`src/rtl/nes_controller_reader_pkg.sv`:
```
// Purpose : shared types and constants for the NES pad poller.
// Latency : n/a (types and constants only).
// Backpr. : n/a. Contents: FSM state encoding, button bit positions, default timing.
package nes_controller_reader_pkg;

  typedef enum logic [2:0] {
    S_IDLE   = 3'd0,
    S_LATCH  = 3'd1,
    S_CLK_LO = 3'd2,
    S_CLK_HI = 3'd3,
    S_DONE   = 3'd4
  } state_t;

  // Bit positions inside the buttons vector (A shifts out of the pad first).
  localparam int BTN_A      = 7;
  localparam int BTN_B      = 6;
  localparam int BTN_SELECT = 5;
  localparam int BTN_START  = 4;
  localparam int BTN_UP     = 3;
  localparam int BTN_DOWN   = 2;
  localparam int BTN_LEFT   = 1;
  localparam int BTN_RIGHT  = 0;

  localparam int NUM_BTNS        = 8;
  localparam int HALF_PERIOD_DEF = 150;  // 6 us at 25.175 MHz
  localparam int CNT_W_DEF       = 10;

endpackage

```
`src/rtl/nes_controller_reader_if.sv`:
```
// Purpose : bundles the poll request, pad wires and button result of the NES poller.
// Latency : n/a (wiring only).
// Backpr. : none; trigger is a pulse, valid is a one-cycle strobe.
// Modports: master = poller side (drives pad strobes and results),
//           slave  = pad / consumer side (drives trigger and nes_data).
interface nes_controller_reader_if;
  import nes_controller_reader_pkg::*;

  logic                trigger;
  logic                nes_data;
  logic                nes_latch;
  logic                nes_clk;
  logic [NUM_BTNS-1:0] buttons;
  logic                valid;
  logic                busy;

  modport master (
    input  trigger, nes_data,
    output nes_latch, nes_clk, buttons, valid, busy
  );

  modport slave (
    output trigger, nes_data,
    input  nes_latch, nes_clk, buttons, valid, busy
  );

endinterface

```
`src/rtl/nes_controller_reader_phase_timer.sv`:
```
// Purpose : loadable down-counter timing one waveform phase; o_tc marks the phase's last cycle.
// Latency : loading L-1 gives a phase of exactly L cycles, o_tc high on the last one.
// Backpr. : none; a load always wins over counting.
// Ports   : i_clk, i_reset (sync, active-high), i_load, i_load_val, o_tc.
module nes_phase_timer #(
  parameter int W = 11
) (
  input  logic         i_clk,
  input  logic         i_reset,
  input  logic         i_load,
  input  logic [W-1:0] i_load_val,
  output logic         o_tc
);

  logic [W-1:0] r_cnt;

  always_ff @(posedge i_clk) begin
    if (i_reset) begin
      r_cnt <= '0;
    end else if (i_load) begin
      r_cnt <= i_load_val;
    end else if (r_cnt != '0) begin
      r_cnt <= r_cnt - 1'b1;
    end
  end

  assign o_tc = (r_cnt == '0);

endmodule

```
`src/rtl/nes_controller_reader.sv`:
```
// Purpose : once per trigger, drives NES latch/clock and shifts in 8 active-low pad bits.
// Latency : trigger cycle to valid cycle = 17*HALF_PERIOD + 1 clk cycles.
// Backpr. : none; triggers while busy (including the DONE cycle) are dropped, never queued.
// Ports   : clk, reset (sync, active-high); bus (master modport): trigger, nes_data in;
//           nes_latch, nes_clk, buttons[7:0] {A,B,Sel,Start,Up,Down,Left,Right}, valid, busy out.
// Option  : define NES_INPUT_SYNC_EN to pass nes_data through a 2-flop synchronizer.
module nes_controller_reader
  import nes_controller_reader_pkg::*;
#(
  parameter int HALF_PERIOD = HALF_PERIOD_DEF,  // 2..1023 (>= 3 with NES_INPUT_SYNC_EN)
  parameter int CNT_W       = CNT_W_DEF         // 2**CNT_W > HALF_PERIOD
) (
  input  logic                  clk,
  input  logic                  reset,
  nes_controller_reader_if.master bus
);

  // One extra bit so the timer also covers the 2*HALF_PERIOD latch pulse.
  localparam int TW = CNT_W + 1;
  localparam logic [TW-1:0] LD_LATCH = TW'(2 * HALF_PERIOD - 1);
  localparam logic [TW-1:0] LD_PHASE = TW'(HALF_PERIOD - 1);

  state_t              r_state;
  state_t              w_state_next;
  logic [2:0]          r_idx;
  logic [NUM_BTNS-1:0] r_shift;
  logic [NUM_BTNS-1:0] w_shift_next;
  logic [NUM_BTNS-1:0] r_buttons;
  logic                r_valid;
  logic                r_latch;
  logic                r_nes_clk;
  logic                r_busy;

  logic                w_load;
  logic [TW-1:0]       w_load_val;
  logic                w_tc;
  logic                w_start;
  logic                w_sample;
  logic                w_idx_inc;
  logic                w_data;

`ifdef NES_INPUT_SYNC_EN
  // Resets to 1 (button released) so a poll right after reset reads nothing pressed.
  logic [1:0] r_sync;

  always_ff @(posedge clk) begin
    if (reset) begin
      r_sync <= 2'b11;
    end else begin
      r_sync <= {r_sync[0], bus.nes_data};
    end
  end

  assign w_data = r_sync[1];
`else
  assign w_data = bus.nes_data;
`endif

  nes_phase_timer #(
    .W (TW)
  ) u_timer (
    .i_clk      (clk),
    .i_reset    (reset),
    .i_load     (w_load),
    .i_load_val (w_load_val),
    .o_tc       (w_tc)
  );

  // Current shift register with this cycle's (inverted) pad bit merged in.
  always_comb begin
    w_shift_next                 = r_shift;
    w_shift_next[3'd7 - r_idx]   = ~w_data;
  end

  always_comb begin
    w_state_next = r_state;
    w_load       = 1'b0;
    w_load_val   = LD_PHASE;
    w_start      = 1'b0;
    w_sample     = 1'b0;
    w_idx_inc    = 1'b0;
    case (r_state)
      S_IDLE: begin
        if (bus.trigger) begin
          w_start      = 1'b1;
          w_load       = 1'b1;
          w_load_val   = LD_LATCH;
          w_state_next = S_LATCH;
        end
      end
      S_LATCH: begin
        if (w_tc) begin
          w_load       = 1'b1;
          w_state_next = S_CLK_LO;
        end
      end
      S_CLK_LO: begin
        if (w_tc) begin
          w_sample     = 1'b1;
          w_load       = 1'b1;
          w_state_next = (r_idx == 3'd7) ? S_DONE : S_CLK_HI;
        end
      end
      S_CLK_HI: begin
        if (w_tc) begin
          w_idx_inc    = 1'b1;
          w_load       = 1'b1;
          w_state_next = S_CLK_LO;
        end
      end
      S_DONE: begin
        // Trigger is deliberately not looked at here: a new poll needs IDLE.
        w_state_next = S_IDLE;
      end
      default: begin
        w_state_next = S_IDLE;
      end
    endcase
  end

  always_ff @(posedge clk) begin
    if (reset) begin
      r_state   <= S_IDLE;
      r_idx     <= 3'd0;
      r_shift   <= '0;
      r_buttons <= '0;
      r_valid   <= 1'b0;
      r_latch   <= 1'b0;
      r_nes_clk <= 1'b0;
      r_busy    <= 1'b0;
    end else begin
      r_state <= w_state_next;

      if (w_start) begin
        r_idx   <= 3'd0;
        r_shift <= '0;
      end else begin
        if (w_sample) begin
          r_shift <= w_shift_next;
        end
        if (w_idx_inc) begin
          r_idx <= r_idx + 3'd1;
        end
      end

      // buttons/valid are loaded on the edge that enters DONE so that the new
      // vector and its strobe are both visible during the DONE cycle itself.
      if (w_sample && (r_idx == 3'd7)) begin
        r_buttons <= w_shift_next;
      end

      // Pad strobes are decoded from the next state into flops: glitch-free
      // pad wires that stay aligned with r_state, and never high together.
      r_valid   <= (w_state_next == S_DONE);
      r_latch   <= (w_state_next == S_LATCH);
      r_nes_clk <= (w_state_next == S_CLK_HI);
      r_busy    <= (w_state_next != S_IDLE);
    end
  end

  assign bus.nes_latch = r_latch;
  assign bus.nes_clk   = r_nes_clk;
  assign bus.buttons   = r_buttons;
  assign bus.valid     = r_valid;
  assign bus.busy      = r_busy;

endmodule

```
`src/flat_wrapper.sv`:
```
// flat-port wrapper written by rule: the top's interface ports become plain ports
module nes_controller_reader_flat import nes_controller_reader_pkg::*;
#(
  parameter int HALF_PERIOD = HALF_PERIOD_DEF,                                          
  parameter int CNT_W       = CNT_W_DEF                                  
)
  (clk, reset, bus_trigger, bus_nes_data, bus_nes_latch, bus_nes_clk, bus_buttons, bus_valid, bus_busy);
  nes_controller_reader_if bus_i ();
  input  logic clk;
  input  logic reset;
  input wire logic [$bits(bus_i.trigger)-1:0] bus_trigger;
  input wire logic [$bits(bus_i.nes_data)-1:0] bus_nes_data;
  output wire logic [$bits(bus_i.nes_latch)-1:0] bus_nes_latch;
  output wire logic [$bits(bus_i.nes_clk)-1:0] bus_nes_clk;
  output wire logic [$bits(bus_i.buttons)-1:0] bus_buttons;
  output wire logic [$bits(bus_i.valid)-1:0] bus_valid;
  output wire logic [$bits(bus_i.busy)-1:0] bus_busy;
  assign bus_i.trigger = bus_trigger;
  assign bus_i.nes_data = bus_nes_data;
  assign bus_nes_latch = bus_i.nes_latch;
  assign bus_nes_clk = bus_i.nes_clk;
  assign bus_buttons = bus_i.buttons;
  assign bus_valid = bus_i.valid;
  assign bus_busy = bus_i.busy;
  nes_controller_reader #(.HALF_PERIOD(HALF_PERIOD), .CNT_W(CNT_W)) u_core (.clk(clk), .reset(reset), .bus(bus_i));
endmodule
```
`config.mk`:
```
export PLATFORM = sky130hd
export DESIGN_NAME = nes_controller_reader_flat
export DESIGN_NICKNAME = d
export VERILOG_FILES = /design/src/rtl/nes_controller_reader_pkg.sv /design/src/rtl/nes_controller_reader_if.sv /design/src/rtl/nes_controller_reader_phase_timer.sv /design/src/rtl/nes_controller_reader.sv /design/src/flat_wrapper.sv
export SDC_FILE = /design/constraint.sdc
export NUM_CORES = 1
export LEC_CHECK = 0
export CAP_MARGIN = 20
export CORE_ASPECT_RATIO = 1.75
export CORE_MARGIN = 2
export CORE_UTILIZATION = 25
export DETAILED_ROUTE_END_ITERATION = 8
export RECOVER_POWER = 50
export SLEW_MARGIN = 20
export SYNTH_ARGS = -nofsm -noshare
export SYNTH_HDL_FRONTEND = slang
export SYNTH_SLANG_ARGS = --single-unit
```
`constraint.sdc`:
```
create_clock -name clk -period 5.1 [get_ports clk]
set_clock_uncertainty 0.05 [all_clocks]
set_input_delay 0.765 -clock clk [delete_from_list [all_inputs] [get_ports clk]]
set_output_delay 0.765 -clock clk [all_outputs]
set_load 0.02 [all_outputs]
```
==> results.tsv, run 1 <==
metric	value	unit
crit_path_frequent_cell	nor3b_1	
worstSkewPairLatency	0.28	ns
yosys_warnings	0	
first_iter_violations	57	
synth-edff-count	0	
vdd.ir_drop.worst	0.258	mV
vias_per_cell	5.20	
hold_path.class	reg2reg	
rsz0062_at_grt	false	
end_kind	flip-flop	
grt_pass1_wl	7.48	mm
netlist_instances	210	
whs_path_depth	2	
hold_slack	0.403	ns
max_slew.worst_pin.slew	1.83	ns
async_reset_ff_share	0	%
ios	16	
numPortBuffers	15	
status	complete, but fails checks	
synth_top_area_share	40.1	%
synth_top_cells_by_count	dfxtp_1, nand2_1, a21oi_1, nor2_1	
cts-root-buf	clkbuf_16	
synth.largest_area_cell	dfxtp_1	
worstPathMaxFanout	14	
r2r_cells	6	
path_cells	inv_1 > ha_1 > nor3b_1 > and4_1 > a211oi_1 > nor3b_1	
track_usage	12.3	%
required	5.25	ns
mappedNetlistNets	217	
antenna_found_initial	0	
final.setup.tns	0	ns
slowest_stage	nor3b_1	
clock_path_buffers	2	
startpoint_type	flip-flop	
path_buf_inv	1	
crit_family	simple AND/OR/NAND/NOR gates	
powerDensity	408	mW/mm^2
reg2reg_slack	1.78	ns
synth.area.top_cells	dfxtp_1, a21oi_1, mux2i_1, nand2_1, a31oi_1	
p_leak	0.796	nW
worstHoldEndpoint	u_core.r_shift[2]	
reg2reg_to	u_core.bus.nes_latch	
yosys_most_used_dff	dfxtp_1	
die_area	0.00812	sq mm
rows	41	
maxCapViolCount	1	
timing.fmax	0.301	GHz
yosysMostFrequentCell	dfxtp_1	
critPathKind	reg2reg	
syn_avg_cell_area	8.79	sq um
hpwlAfterDp	3.17	mm
grt_pass1_vias	1566	
antennaDiodeCount	0	
wl_per_cell	14.4	um
drcViolationCount	0	
finalHoldViolCount	0	
antenna_left	0	
coreArea	0.00718	sq mm
overflow	0	
ys_seq_area_share	40.1	%
cts_buffers	5	
slew_headroom	-22.5	%
cts_setup_buffers	0	
fin_nets	225	
die_h	118	um
start_util	25.7	%
syn_to_final_growth	18.0	%
violations	max-capacitance violations, max-slew violations	
first_pass_iters	4	
arrival	3.47	ns
dr_total_vias	1585	
setup_violations	0	
syn_area	0.00185	sq mm
min_period	3.32	ns
holdBufCountCts	0	
cts-htree-levels	2	
cts_tree	yes	
fin_crit_sh	65.1	%
slowest_delay	1.43	ns
gp_congestion	0.801	
post_cts_resized	0	
yosysUniqueCellTypes	51	
drv_slew	15	
grt_max_degree	28	
cts_sinks	37	
ys_ff_latch	37	
path_clk_slew	0.05	ns
hold_start	u_core.r_shift[2]	
die_w	69.0	um
drive_above_1_share	8.22	%
routed_wl	4.38	mm
reg2reg_from	u_core.u_timer.r_cnt[0]	
-- worst min-delay path, cell delays in order, from the launching register on --
cell     delay [ns]
dfxtp_1        0.30
nand2_1        0.05
a21oi_1        0.05
-- flip-flops by register name (all words and copies together), names as in the netlist, 3 cells and up --
register and flops:
u_core.bus.buttons 8, u_core.r_idx 3, u_core.r_shift 8, u_core.r_state 3, u_core.u_timer.r_cnt 11
-- how the worst max path moves through the flow --
stage	from	end	slack [ns]	cells after the start
CTS	reset	u_core.u_timer.r_cnt[4]	2.68	3
global route	u_core.u_timer.r_cnt[0]	u_core.r_shift[7]	1.51	6
global placement	reset	u_core.u_timer.r_cnt[4]	2.39	3
finish	u_core.u_timer.r_cnt[0]	u_core.bus.nes_latch	1.78	6
floorplan	bus_trigger	u_core.u_timer.r_cnt[0]	3.24	4
detailed placement	reset	u_core.u_timer.r_cnt[4]	2.37	3
-- final cells by class --
| cell class | instances | area, sq um |
|---|---|---|
| fillers | 776 | 5000 |
| multi-input cells | 150 | 982 |
| flip-flops and latches | 37 | 741 |
| repair buffers | 17 | 165 |
| clock buffers | 7 | 153 |
| well taps | 86 | 108 |
| inverters | 7 | 26.3 |
| clock inverters | 1 | 5.00 |
-- cells in the final DEF, fill, tap and decap left out, drive strengths merged, types with 3 or more instances in the layout --
cell,instances
ha,3
nand3b,5
o21ai,10
nor3,6
dlygate4sd3,13
inv,7
mux2i,8
nor4,3
nand3,6
dfxtp,37
nand2,20
nand2b,4
a31oi,10
nor2,12
or3,4
nand4,3
a21oi,16
nor3b,6
clkbuf,7
-- report_power, final --
group | internal (W) | switching (W)
Sequential | 0.000315 | 0.0000288
Clock | 0.000207 | 0.000116
Combinational | 0.0000866 | 0.000137
-- kinds of logic (layout without fill, tap and decap cells) --
logic type | after synthesis | in the layout | synth area share [%]
buffers and inverters | 23 | 32 | 5.76
muxes | 9 | 9 | 4.95
adders and majority gates | 3 | 3 | 2.03
xor gates and xnor gates | 3 | 3 | 1.42
AOI/OAI and AO/OA | 52 | 52 | 17.9
DFF | 37 | 37 | 40.1
and+or+nand+nor | 83 | 83 | 27.8
-- per-layer routing --
layer | wire, um | vias up | GRT usage (%) | part of all wire (%)
met1 | 1650 | 749 | 12.8 | 38
met2 | 2380 | 30 | 20.6 | 54
li1 | - | 792 | - | -
met3 | 129 | 14 | 2.01 | 2.9
met5 | 0 | - | 0 | 0
met4 | 213 | 0 | 9.80 | 4.9
-- through the flow --
stage / cells / setup WS (ns) / util [%] / total power [W] / instance area, sq um
2_1_floorplan: 210 / 3.24 / - / 0.000529 / 1850
3_3_place_gp: 297 / 2.39 / 28.4 / 0.000575 / 2040
3_5_place_dp: 297 / 2.37 / 28.4 / 0.000579 / 2040
4_1_cts: 305 / 2.68 / 30.6 / 0.000907 / 2200
5_1_grt: 305 / 1.51 / 30.3 / 0.000937 / 2180
6_report: 305 / 1.78 / 30.3 / 0.000890 / 2180
No activity file was read; power rests on OpenSTA's default activity.
==> inputs of run 2 (changes only) <==
==> constraint.sdc (replaced) <==
create_clock -name clk -period 3 [get_ports clk]
set_clock_uncertainty 0.05 [all_clocks]
set_input_delay 0.45 -clock clk [delete_from_list [all_inputs] [get_ports clk]]
set_output_delay 0.45 -clock clk [all_outputs]
set_load 0.02 [all_outputs]
==> run 2 against run 1 <==
The run now ends clean. Die area unchanged. Clock-buffer cell count fell by 2. First-iteration DRC count fell by 19%. Register-to-register slack lost 1.2 ns. Highest routed layer unchanged.
==> results.tsv, run 2 (synthesized netlist as in run 1, its figures left out) <==
metric	value	unit
status	completed	
final_util	30.3	%
cts_tree	yes	
first_iter_violations	46	
vias_per_cell	5.22	
finalHoldViolCount	0	
slew_headroom	63.1	%
hold_path.class	reg2reg	
power	0.00147	W
die_w	69.0	um
dr_total_vias	1602	
fin_crit_sh	80.1	%
rows	41	
reg2reg_from	u_core.u_timer.r_cnt[0]	
gp_congestion	0.804	
die_h	118	um
cts-root-buf	clkbuf_16	
rsz0062_at_grt	false	
numPortBuffers	15	
layout_commonest_cell	dfxtp_1	
reg2reg_to	u_core.u_timer.r_cnt[6]	
holdBufCountCts	0	
reg2reg_slack	0.60	ns
ios	16	
cts_setup_buffers	0	
antenna_found_initial	0	
drv_slew	0	
post_cts_resized	0	
largest_register	u_core.u_timer.r_cnt	
p_leak	0.800	nW
grt_pass1_wl	7.51	mm
first_pass_iters	4	
worstPathMaxFanout	10	
die_area	0.00812	sq mm
start_util	25.7	%
antennaDiodeCount	0	
crit_family	simple AND/OR/NAND/NOR gates	
cts-htree-levels	2	
final.setup.tns	0	ns
setup_violations	0	
cts_sinks	37	
critPathKind	reg2reg	
arrival	2.52	ns
path_buf_inv	2	
startpoint_type	flip-flop	
min_period	2.40	ns
maxCapViolCount	0	
cts_buffers	5	
clock_path_buffers	2	
overflow	0	
routed_wl	4.44	mm
grt_max_degree	17	
r2r_cells	7	
max_slew.worst_pin.slew	0.552	ns
syn_to_final_growth	17.9	%
vdd.ir_drop.worst	0.361	mV
largest_reg_flops	11	
slowest_delay	0.42	ns
slowest_stage	or2_2	
fin_nets	229	
end_kind	flip-flop	
cp.depth	7	
path_clk_slew	0.05	ns
required	3.12	ns
worstSkewPairLatency	0.28	ns
grt_pass1_vias	1625	
crit_start	u_core.u_timer.r_cnt[0]	
wl_per_cell	14.5	um
drive_above_1_share	8.60	%
timing.fmax	0.416	GHz
final_cell_mix	dfxtp_1, nand2_1, a21oi_1	
drcViolationCount	0	
coreArea	0.00718	sq mm
track_usage	12.3	%
endpoint	u_core.u_timer.r_cnt[6]	
hpwlAfterDp	3.29	mm
antenna_left	0	
path_cells	inv_1 > ha_1 > nor3b_4 > clkbuf_1 > nand3_1 > or2_2 > and3_1	
powerDensity	673	mW/mm^2
[run 2: routing by layer]
metal / track usage [%] / wire length (um)
met1: 12.1 / 1690
met3: 2.01 / 95
met2: 21.3 / 2420
met4: 9.44 / 238
met5: 0 / 0
[run 2: how the worst min path moves through the flow]
stage / depth (start not counted) / from / slack, ns / end
after floorplan: 2 / u_core.r_shift[0] / 0.38 / u_core.r_shift[0]
after global placement: 2 / u_core.r_shift[1] / 0.39 / u_core.r_shift[1]
after detailed placement: 2 / u_core.r_shift[3] / 0.39 / u_core.r_shift[3]
after CTS: 2 / u_core.r_shift[3] / 0.40 / u_core.r_shift[3]
after global routing: 2 / u_core.r_shift[0] / 0.43 / u_core.r_shift[0]
final: 2 / u_core.r_shift[3] / 0.40 / u_core.r_shift[3]
[run 2: area by class of cell]
class | instances | area [sq um]
clock buffers | 5 | 125
clock inverters | 1 | 5.00
fillers | 751 | 5000
inverters | 7 | 26.3
multi-input cells | 150 | 981
flip-flops and latches | 37 | 741
well taps | 86 | 108
repair buffers | 21 | 191
[run 2: report_power, final]
group | internal [W] | switching, W | total, W
Clock | 0.000296 | 0.000188 | 0.000484
Combinational | 0.000165 | 0.000228 | 0.000393
Sequential | 0.000535 | 0.0000539 | 0.000589
[run 2: worst reg2reg max path: cells and delay by family (launching register included)]
kind                       cells  cell delay [ns]
buffers and inverters          2             0.39
DFF                            1             0.35
and+or+nand+nor                4             1.32
adders and majority gates      1             0.19
[run 2: through the flow]
stage	area (sq um)	instances	setup WS [ns]	hold slack [ns]
6_report	2180	307	0.598	0.401
5_1_grt	2180	307	0.492	0.431
4_1_cts	2200	307	0.831	0.401
3_5_place_dp	2070	301	0.727	0.393
3_3_place_gp	2070	301	0.781	0.389
2_1_floorplan	1850	210	1.28	0.381
